## src/rtl/serial_add_pkg.sv

```systemverilog
// Shared definitions for the nibble-serial add/subtract controller:
// FSM encoding, nibble width and the nibble-index width helper.
package serial_add_pkg;

  localparam int NIB_W = 4;

  typedef enum logic [1:0] {
    IDLE = 2'd0,
    RUN  = 2'd1,
    DONE = 2'd2
  } state_t;

  // A 1-wide index is kept as the floor so a single-nibble build still elaborates.
  function automatic int idx_width(input int nibbles);
    return (nibbles > 1) ? $clog2(nibbles) : 1;
  endfunction

endpackage

```

## src/rtl/add4_core.sv

```systemverilog
// Purely combinational 4-bit ripple-carry adder; the only arithmetic
// element shared across all nibbles of an operation.
module add4_core
  import serial_add_pkg::*;
(
  input  logic [NIB_W-1:0] a,
  input  logic [NIB_W-1:0] b,
  input  logic             ci,
  output logic [NIB_W-1:0] s,
  output logic             co
);

  logic c;

  always_comb begin
    c = ci;
    s = '0;
    for (int i = 0; i < NIB_W; i++) begin
      s[i] = a[i] ^ b[i] ^ c;
      c    = (a[i] & b[i]) | (c & (a[i] ^ b[i]));
    end
    co = c;
  end

endmodule

```

## src/rtl/serial_add_ctrl.sv

```systemverilog
// Wide add/subtract done LSB-nibble first through one 4-bit adder, with the
// carry chained between nibbles through carry_reg.
module serial_add_ctrl
  import serial_add_pkg::*;
#(
  parameter int NIBBLES = 4
) (
  input  logic                     clk,
  input  logic                     rst_n,
  input  logic                     start,
  input  logic                     op_sub,
  input  logic [NIB_W*NIBBLES-1:0] a,
  input  logic [NIB_W*NIBBLES-1:0] b,
  input  logic                     c_in,
  output logic                     busy,
  output logic                     done,
  output logic [NIB_W*NIBBLES-1:0] sum,
  output logic                     c_out,
  output logic                     ovf,
  output logic [1:0]               dbg_state
);

  localparam int W  = NIB_W * NIBBLES;
  localparam int IW = idx_width(NIBBLES);

  // Handshake: start is taken only in IDLE (edge E0); busy is high for the
  // NIBBLES RUN cycles; done pulses for exactly one cycle with sum/c_out/ovf
  // already valid, and never overlaps busy. start outside IDLE is dropped.

  state_t          state, state_nx;
  logic [W-1:0]    a_reg, b_reg, acc, acc_nx;
  logic            carry_reg;
  logic [IW-1:0]   idx;
  logic [NIB_W-1:0] nib_a, nib_b, nib_s;
  logic            nib_co;
  logic            last_nib;

  assign nib_a    = a_reg[int'(idx)*NIB_W +: NIB_W];
  assign nib_b    = b_reg[int'(idx)*NIB_W +: NIB_W];
  assign last_nib = (idx == IW'(NIBBLES - 1));

  add4_core u_add4 (
    .a  (nib_a),
    .b  (nib_b),
    .ci (carry_reg),
    .s  (nib_s),
    .co (nib_co)
  );

  always_comb begin
    acc_nx = acc;
    acc_nx[int'(idx)*NIB_W +: NIB_W] = nib_s;
  end

  always_comb begin
    state_nx = state;
    case (state)
      IDLE:    if (start) state_nx = RUN;
      RUN:     if (last_nib) state_nx = DONE;
      DONE:    state_nx = IDLE;
      default: state_nx = IDLE;
    endcase
  end

  always_ff @(posedge clk or negedge rst_n) begin
    if (!rst_n) state <= IDLE;
    else        state <= state_nx;
  end

  // b_reg holds the effective B operand (inverted for subtract, +1 via carry).
  always_ff @(posedge clk or negedge rst_n) begin
    if (!rst_n) begin
      a_reg     <= '0;
      b_reg     <= '0;
      acc       <= '0;
      carry_reg <= 1'b0;
      idx       <= '0;
      sum       <= '0;
      c_out     <= 1'b0;
      ovf       <= 1'b0;
    end else begin
      case (state)
        IDLE: begin
          if (start) begin
            a_reg     <= a;
            b_reg     <= op_sub ? ~b : b;
            carry_reg <= op_sub ? 1'b1 : c_in;
            acc       <= '0;
            idx       <= '0;
          end
        end
        RUN: begin
          acc       <= acc_nx;
          carry_reg <= nib_co;
          idx       <= idx + IW'(1);
          if (last_nib) begin
            idx   <= '0;
            sum   <= acc_nx;
            c_out <= nib_co;
            ovf   <= (a_reg[W-1] == b_reg[W-1]) && (nib_s[NIB_W-1] != a_reg[W-1]);
          end
        end
        default: ;
      endcase
    end
  end

  assign busy      = (state == RUN);
  assign done      = (state == DONE);
  assign dbg_state = state;

endmodule

```

## config.mk

```make
export PLATFORM = sky130hd
export DESIGN_NAME = serial_add_ctrl
export DESIGN_NICKNAME = d
export VERILOG_FILES = /design/src/rtl/serial_add_pkg.sv /design/src/rtl/add4_core.sv /design/src/rtl/serial_add_ctrl.sv
export SDC_FILE = /design/constraint.sdc
export NUM_CORES = 1
export LEC_CHECK = 0
export CORE_MARGIN = 8
export CORE_UTILIZATION = 46
export CTS_BUF_LIST = sky130_fd_sc_hd__clkbuf_8
export CTS_CLUSTER_SIZE = 20
export DETAILED_ROUTE_END_ITERATION = 16
export PLACE_DENSITY_LB_ADDON = 0.05
export SKIP_LAST_GASP = 1
export SYNTH_ARGS = -nofsm -noshare
export SYNTH_HDL_FRONTEND = slang
export SYNTH_SLANG_ARGS = --single-unit
```

## constraint.sdc

```tcl
create_clock -name clk -period 9.7 [get_ports clk]
set_input_delay 1.455 -clock clk [delete_from_list [all_inputs] [get_ports clk]]
set_output_delay 1.455 -clock clk [all_outputs]
set_load 0.01 [all_outputs]
```

# Word-level counts from Yosys, hierarchy flattened
# Index checks and enable logic that the tools add are counted.
# W data, S select, Z words.
dict set report classes {
  addsub 2
  eq_ne 7
  shift 4
  muxes 13
  n_bitwise 21
  reduce_logical 7
}
# cell n
set ops {}
lappend ops {{$neg A4 Y33} 1}
lappend ops {{$shift A4 B33 Y16 const A} 1}
lappend ops {{$shiftx A4 B33 Y16} 1}
lappend ops {{$mux W16} 2}
lappend ops {{$pmux W16 S2} 1}
lappend ops {{$shiftx A16 B5 Y4} 2}
lappend ops {{$bwmux W16} 1}
lappend ops {{$not A16 Y16} 1}
lappend ops {{$and A1 B1 Y1} 8}
lappend ops {{$mux W2} 4}
lappend ops {{$pmux W2 S2} 2}
lappend ops {{$reduce_and A2 Y1} 4}
lappend ops {{$xor A1 B1 Y1} 8}
lappend ops {{$eq A2 B2 Y1 const B} 2}
lappend ops {{$or A1 B1 Y1} 4}
lappend ops {{$add A2 B1 Y2 const B} 1}
lappend ops {{$eq A2 B1 Y1 const B} 1}
lappend ops {{$logic_not A2 Y1} 1}
lappend ops {{$mux W1} 2}
lappend ops {{$ne A2 B1 Y1 const B} 1}
lappend ops {{$ne A2 B2 Y1 const B} 1}
lappend ops {{$pmux W1 S2} 1}
lappend ops {{$reduce_bool A2 Y1} 1}
lappend ops {{$eq A1 B1 Y1} 1}
lappend ops {{other kinds (2)} 2}
dict set report word_totals {
  regBits 71
  in_bits 37
}

# Longest topological paths before layout
# Gate-level depths: netlist (run 1).
dict set report depth {
  depth_word 12
  ltp_mapped 15
  mapped_depth_nobuf 12
}

# Cells and area by module
# From an unflattened synthesis (run 1), not the netlist that was laid out.
dict set report hier_totals {
  cells_unflattened 303
  hier_area_um2 3558.4
}
# module instances cells_each area_per_inst_um2
set by_module_without_submodules {}
lappend by_module_without_submodules {serial_add_ctrl 1 289 3440.8}
lappend by_module_without_submodules {add4_core 1 14 117.6}

# Worst setup path after synthesis (run 1)
# Ideal clock, no wire load.
dict set report synth_path {
  path_kind {register to register}
  startpoint {register idx[0]}
  endpoint {register ovf}
  t_arrival_ns 3.132
  slack_ns 6.442
  stages_incl_launch_ff 16
  n_path_buf 3
  period_less_slack_ns 3.258
  cell_sequence {dfrtp_1 > buf_4 > buf_6 > mux4_2 > inv_1 > fa_1 > inv_1 > fa_1 > inv_1 > fa_1 > inv_1 > fa_1 > clkbuf_1 > and3b_1 > a21oi_1 > a21oi_1}
}
dict set report synth_between {
  elab_chain_len 11
}
# item line_no
set synth_rtl {}
lappend synth_rtl {{start, declared} serial_add_ctrl.sv:33} ;# logic [IW-1:0] idx;
lappend synth_rtl {{start signal, assigned} serial_add_ctrl.sv:95} ;# idx <= idx + IW'(1);
lappend synth_rtl {{$shiftx A16 B5 Y4, on equally long branches} {serial_add_ctrl.sv:38, serial_add_ctrl.sv:39}}
lappend synth_rtl {{$xor A1 B1 Y1} add4_core.sv:20} ;# c = (a[i] & b[i]) | (c & (a[i] ^ b[i]));
lappend synth_rtl {{$and A1 B1 Y1} add4_core.sv:20}
lappend synth_rtl {{$or A1 B1 Y1} add4_core.sv:20}
lappend synth_rtl {{$and A1 B1 Y1} add4_core.sv:20}
lappend synth_rtl {{$or A1 B1 Y1} add4_core.sv:20}
lappend synth_rtl {{$and A1 B1 Y1} add4_core.sv:20}
lappend synth_rtl {{$or A1 B1 Y1} add4_core.sv:20}
lappend synth_rtl {{$xor A1 B1 Y1} add4_core.sv:19} ;# s[i] = a[i] ^ b[i] ^ c;
lappend synth_rtl {{$ne A1 B1 Y1} serial_add_ctrl.sv:100} ;# ovf <= (a_reg[W-1] == b_reg[W-1]) && (nib_s[NIB_W-1] != a_reg[W-1]);
lappend synth_rtl {{$logic_and A1 B1 Y1} serial_add_ctrl.sv:100}
lappend synth_rtl {{end signal, assigned} serial_add_ctrl.sv:100}
lappend synth_rtl {{end, declared} serial_add_ctrl.sv:19} ;# output logic ovf,
# Parallel ways exist; a longest one is shown, timed or not.
# A chain may end at the register's enable or synchronous reset.

# Final worst setup path (run 1)
# Same ends and word-level chain as after synthesis.

==> results of run 1 <==
## final cells by class
class                           instances  share of cell area [%]
Multi-Input combinational cell        194                    35.3
Clock inverter                          5                    1.68
Tap cell                               99                    2.86
Sequential cell                        71                    41.0
Inverter                               13                    1.13
Timing Repair Buffer                   65                    14.5
Clock buffer                           11                    3.50
## Yosys cell counts
| master | count |
|---|---|
| or4b_1 | 1 |
| mux4_2 | 8 |
| dfrtp_1 | 71 |
| buf_4 | 3 |
| and3b_1 | 2 |
| nor2b_1 | 8 |
| o31ai_1 | 1 |
| buf_2 | 10 |
| or2_2 | 1 |
| inv_1 | 12 |
| and4b_1 | 1 |
| a31oi_1 | 6 |
| buf_1 | 1 |
| clkbuf_1 | 5 |
| o21bai_1 | 2 |
| a21oi_1 | 35 |
| nor4bb_1 | 3 |
| nor2_1 | 35 |
| nand4b_1 | 1 |
| ha_1 | 6 |
| a32o_1 | 8 |
| fa_1 | 4 |
| inv_2 | 1 |
| mux2_2 | 17 |
| buf_6 | 3 |
| o21a_1 | 2 |
| nand2b_1 | 14 |
| and2b_1 | 1 |
| a22o_1 | 9 |
| a21o_1 | 4 |
| nand2_1 | 5 |
| a211oi_1 | 1 |
| nor3b_2 | 1 |
| xnor2_1 | 16 |
| o221ai_1 | 2 |
## logic make-up (layout without fill, tap and decap cells)
logic type / count (synthesis) / after routing / share of synthesized area [%]
buffers and inverters: 35 / 94 / 5.11
AND/OR/NAND/NOR: 73 / 73 / 11.2
XOR/XNOR: 16 / 16 / 4.03
adder cells (fa/ha/maj): 10 / 10 / 4.46
AO/OA/AOI/OAI: 70 / 70 / 13.4
flip-flops: 71 / 71 / 51.1
multiplexers: 25 / 25 / 10.7
## power by group
part / internal [uW] / switching (uW)
Sequential: 434 / 106
Combinational: 394 / 414
Clock: 157 / 107
## path summary, 6_finish.rpt
path	start	endpoint	cells past startpoint	slack, ns
max in group asynchronous	rst_n	sum[9]	2	7.82
worst max register to register	idx[0]	ovf	12	6.05
worst max-delay path	idx[0]	ovf	12	6.05
worst min-delay path	acc[9]	acc[9]	1	0.49
min in group asynchronous	rst_n	a_reg[9]	2	1.33
worst min register to register	acc[9]	acc[9]	1	0.49
## layer usage
layer  vias to the layer above  part of all wire (%)
met1                      1176                    49
li1                       1159                     -
met4                         0                  0.88
met5                         -                     0
met2                        65                    44
met3                         6                   6.5
## stage by stage
step	instances	hold slack [ns]	cell area, sq um	power [uW]
2_1_floorplan	300	0.458	3480	1070
3_3_place_gp	442	0.465	4110	1350
3_5_place_dp	442	0.474	4110	1350
4_1_cts	458	0.489	4330	1630
5_1_grt	458	0.500	4330	1730
6_report	458	0.486	4330	1610
## worst max-delay path, cell delays in order (launching register included)
cell and delay [ns]:
dfrtp_1 0.86, mux4_2 0.60, inv_1 0.10, fa_1 0.18
inv_1 0.05, fa_1 0.35, inv_1 0.07, fa_1 0.15
inv_1 0.04, fa_1 0.73, and3b_1 0.22, a21oi_1 0.10
a21oi_1 0.07
==> reports/metrics.cfg, run 1 <==
[final_layout]
n_fill_cell = 630
drive_above_1_share_pct = 13.9
multiInputGateArea_sq_um = 1530
syn2layout_area_growth_pct = 24.5
final_common_cell = dfrtp_1
most-common-layout-cells = 71 x dfrtp_1, 57 x clkdlybuf4s50_1, 35 x nor2_1, 35 x a21oi_1, 17 x mux2_2
diodes = 0
ff_latch_area_sq_um = 1780
fin_nets = 401
final_util_pct = 59.4

[floorplanning]
fp.dieW_um = 103
start_util_pct = 47.7
coreArea_sq_um = 7290
die_h_um = 103
dieArea_sq_um = 10600
fp-row-count = 31
ios = 59

[global_route]
grt.busiest_layer = met2
grt_usage_pct = 15.6
antenna_found_initial = 0
grt_pass1_vias = 2468
grt_max_degree = 72
grtUsageMet1_pct = 21.8
use_met2_pct = 22.2
grt_pass1_wl_um = 12700
grt-ovfl-total = 0
grt.met3_usage_pct = 5.67

[sta]
worst_clock_skew_ns = 0.00561
fmax_mhz = 274
rsz0062_at_grt = false
min_period_ns = 3.65
relSlewSlack_pct = 35.8
setup-tns-final_ns = 0
worst_pin_slew_ns = 0.951
layout_setup_ws_ns = 6.05
slew_viol_final = 0
setup_viol = 0
finalCritPeriodShare_pct = 37.6
finalHoldViolCount = 0

[worst_setup_path]
critPathArrivalTime_ns = 3.87
cp.required_ns = 9.92
crit_type = reg -> reg
cp-end-kind = flip-flop
startpoint_type = flip-flop
path_max_fanout = 19

[min_path]
worstHoldPathType = reg -> reg

[cts]
tritoncts = yes
cts.sinks = 71
cts_resized = 0
h-tree-depth = 3
clk_latency_ns = 0.34
ctsHoldBuffers = 0
cts_buffers = 9
clk_path_buf_depth = 2
cts-root-buf = clkbuf_8
clkTransAtPathRegs_ns = 0.07
cts_setup_buffers = 0

[synth]
netlist_area_sq_um = 3480
netlist.area_leader.share_pct = 51.1
synthCells = 300
seq_area_frac_synth_pct = 51.1
synth-seq-cells = 71
ys_types = 35
yosysWarnings = 0
syn-num-nets = 347
synthTopCellsByArea = dfrtp_1 51%, mux2_2 5.5%, mux4_2 5.2%
avgSynthCellArea_sq_um = 11.6
synth_top_area_cell = dfrtp_1

[drt]
drt_wl_total_um = 7530
via_per_inst = 5.25
ant_nets = 0
vias = 2406
first_iter_violations = 129
drc = 0
drt_first_pass_iters = 4
avgRoutedWirePerCell_um = 16.4

[placed_design]
post-place-ws_ns = 6.03
hpwlAfterDp_um = 5280
gp_congestion = 0.781
io_buffers = 58

[job]
cap_violations = 0

[power_and_ir_drop]
powerDensity_nw_per_um2 = 372
cellLeakagePower_uw = 0.00180
vdd_drop_max_v = 0.000241

[status]
status = finished, final reports clean

Note: power is estimated with default switching activity, not from simulation.
==> run 2: changes to the inputs <==
- clock period: 9.7 -> 3.3 ns (I/O delays scaled with it)
==> reports/metrics.cfg, run 2 (synthesized netlist as in run 1, its figures left out) <==
[floorplanning]
ios = 59
fp-row-count = 31
coreArea_sq_um = 7290
die_h_um = 103
dieArea_sq_um = 10600
fp.dieW_um = 103
start_util_pct = 47.7

[drt]
first_iter_violations = 103
drt_first_pass_iters = 4
ant_nets = 0
drc = 0
drt_wl_total_um = 7820
avgRoutedWirePerCell_um = 16.9
via_per_inst = 5.30
vias = 2454

[sta]
worst_clock_skew_ns = 0.00691
finalHoldViolCount = 0
worst_pin_slew_ns = 0.619
relSlewSlack_pct = 58.8
rsz0062_at_grt = false
setup_viol = 0
fmax_mhz = 333
min_period_ns = 3.01
setup-tns-final_ns = 0
slew_viol_final = 0
finalCritPeriodShare_pct = 91.1

[worst_setup_path]
r2r-start = idx[0]
r2r_slack_ns = 0.29
crit_path_frequent_cell = fa_1
cp_slowest_cell = mux4_2
max_stage_delay_ns = 0.54
cp-end-kind = flip-flop
cp.required_ns = 3.53
cp_cell_sequence = buf_4 -> mux4_2 -> fa_1 -> inv_1 -> fa_1 -> inv_1 -> fa_1 -> and3b_1 -> a21oi_1 -> a21oi_1
path_max_fanout = 14
startpoint_type = flip-flop
crit_type = reg -> reg
critPathArrivalTime_ns = 3.23
worst_r2r_path_depth = 10
worst_r2r_endpoint = ovf

[min_path]
worstHoldPathType = in -> async

[placed_design]
hpwlAfterDp_um = 5800
gp_congestion = 0.771
io_buffers = 58

[final_layout]
diodes = 0
final_common_cell = dfrtp_1
syn2layout_area_growth_pct = 25.6
drive_above_1_share_pct = 15.4
most-common-layout-cells = 71 x dfrtp_1, 57 x clkdlybuf4s50_1, 35 x nor2_1, 35 x a21oi_1, 17 x mux2_2
fin_nets = 406

[cts]
cts-root-buf = clkbuf_8
ctsHoldBuffers = 0
h-tree-depth = 3
tritoncts = yes
clk_path_buf_depth = 2
cts.sinks = 71
cts_resized = 0
cts_setup_buffers = 0
cts_buffers = 9
clk_latency_ns = 0.34
clkTransAtPathRegs_ns = 0.07

[power_and_ir_drop]
powerDensity_nw_per_um2 = 1090
finalPower_uw = 4770
cellLeakagePower_uw = 0.00182
p_switching_uw = 1850
clock_power_share_pct = 16.0
share_seq_of_total_power_pct = 32.6
switching_share_pct = 38.8
vdd_drop_max_v = 0.000604
intPower_uw = 2920
combPwrFrac_pct = 51.4

[global_route]
grt_max_degree = 49
grt_usage_pct = 16.1
grt_pass1_wl_um = 13000
grt-ovfl-total = 0
antenna_found_initial = 0
grt_pass1_vias = 2497

[job]
cap_violations = 0

[status]
status = finished, final reports clean

==> run 2: power groups by stage <==
stage	Sequential (uW)	Clock [uW]	Combinational (uW)
2_1_floorplan	1520	0	1620
3_3_place_gp	1570	0	2430
3_5_place_dp	1570	0	2460
4_1_cts	1560	785	2470
5_1_grt	1610	822	2690
6_report	1550	764	2450
==> run 2: cell type report <==
cell class / count / area (sq um)
Clock buffer: 10 / 138
Clock inverter: 6 / 85.1
Fill cell: 652 / 2930
Inverter: 13 / 48.8
Multi-Input combinational cell: 194 / 1530
Sequential cell: 71 / 1780
Tap cell: 99 / 124
Timing Repair Buffer: 70 / 666
==> run 2: through the flow <==
stage / area (sq um) / util [%] / instances / hold slack (ns) / setup WS [ns]
final: 4370 / 59.9 / 463 / 0.154 / 0.294
after CTS: 4370 / 59.9 / 463 / 0.169 / 0.244
after global placement: 4140 / 56.8 / 447 / 0.466 / 0.322
after global routing: 4370 / 59.9 / 463 / 0.184 / 0.106
after detailed placement: 4140 / 56.8 / 447 / 0.475 / 0.245
after floorplan: 3480 / - / 300 / 0.199 / 0.0423
==> run 2: worst max-delay path by stage <==
stage,start,to
3_3_place_gp,idx[0],sum[11]
4_1_cts,idx[0],ovf
3_5_place_dp,idx[0],ovf
6_report,idx[0],ovf
5_1_grt,idx[0],sum[7]
2_1_floorplan,idx[0],ovf
==> run 2: worst max-delay path, delay by kind of cell (launching register included) <==
family / cells / cell delay, ns
adder cells (fa/ha/maj): 3 / 1.04
multiplexers: 1 / 0.54
flip-flops: 1 / 0.53
buffers and inverters: 3 / 0.41
AO/OA/AOI/OAI: 2 / 0.20
AND/OR/NAND/NOR: 1 / 0.18
==> run 2: per-layer routing <==
| metal | routed length, um | GRT usage (%) |
|---|---|---|
| met1 | 3940 | 22.7 |
| met2 | 3380 | 23.0 |
| met3 | 370 | 3.98 |
| met4 | 124 | 6.56 |
| met5 | 0 | 0 |
==> run 3: changes to the inputs <==
- CAP_MARGIN: unset -> 25
==> results of run 3 <==
No change in the layout: final DEF, timing and power equal those of run 2.
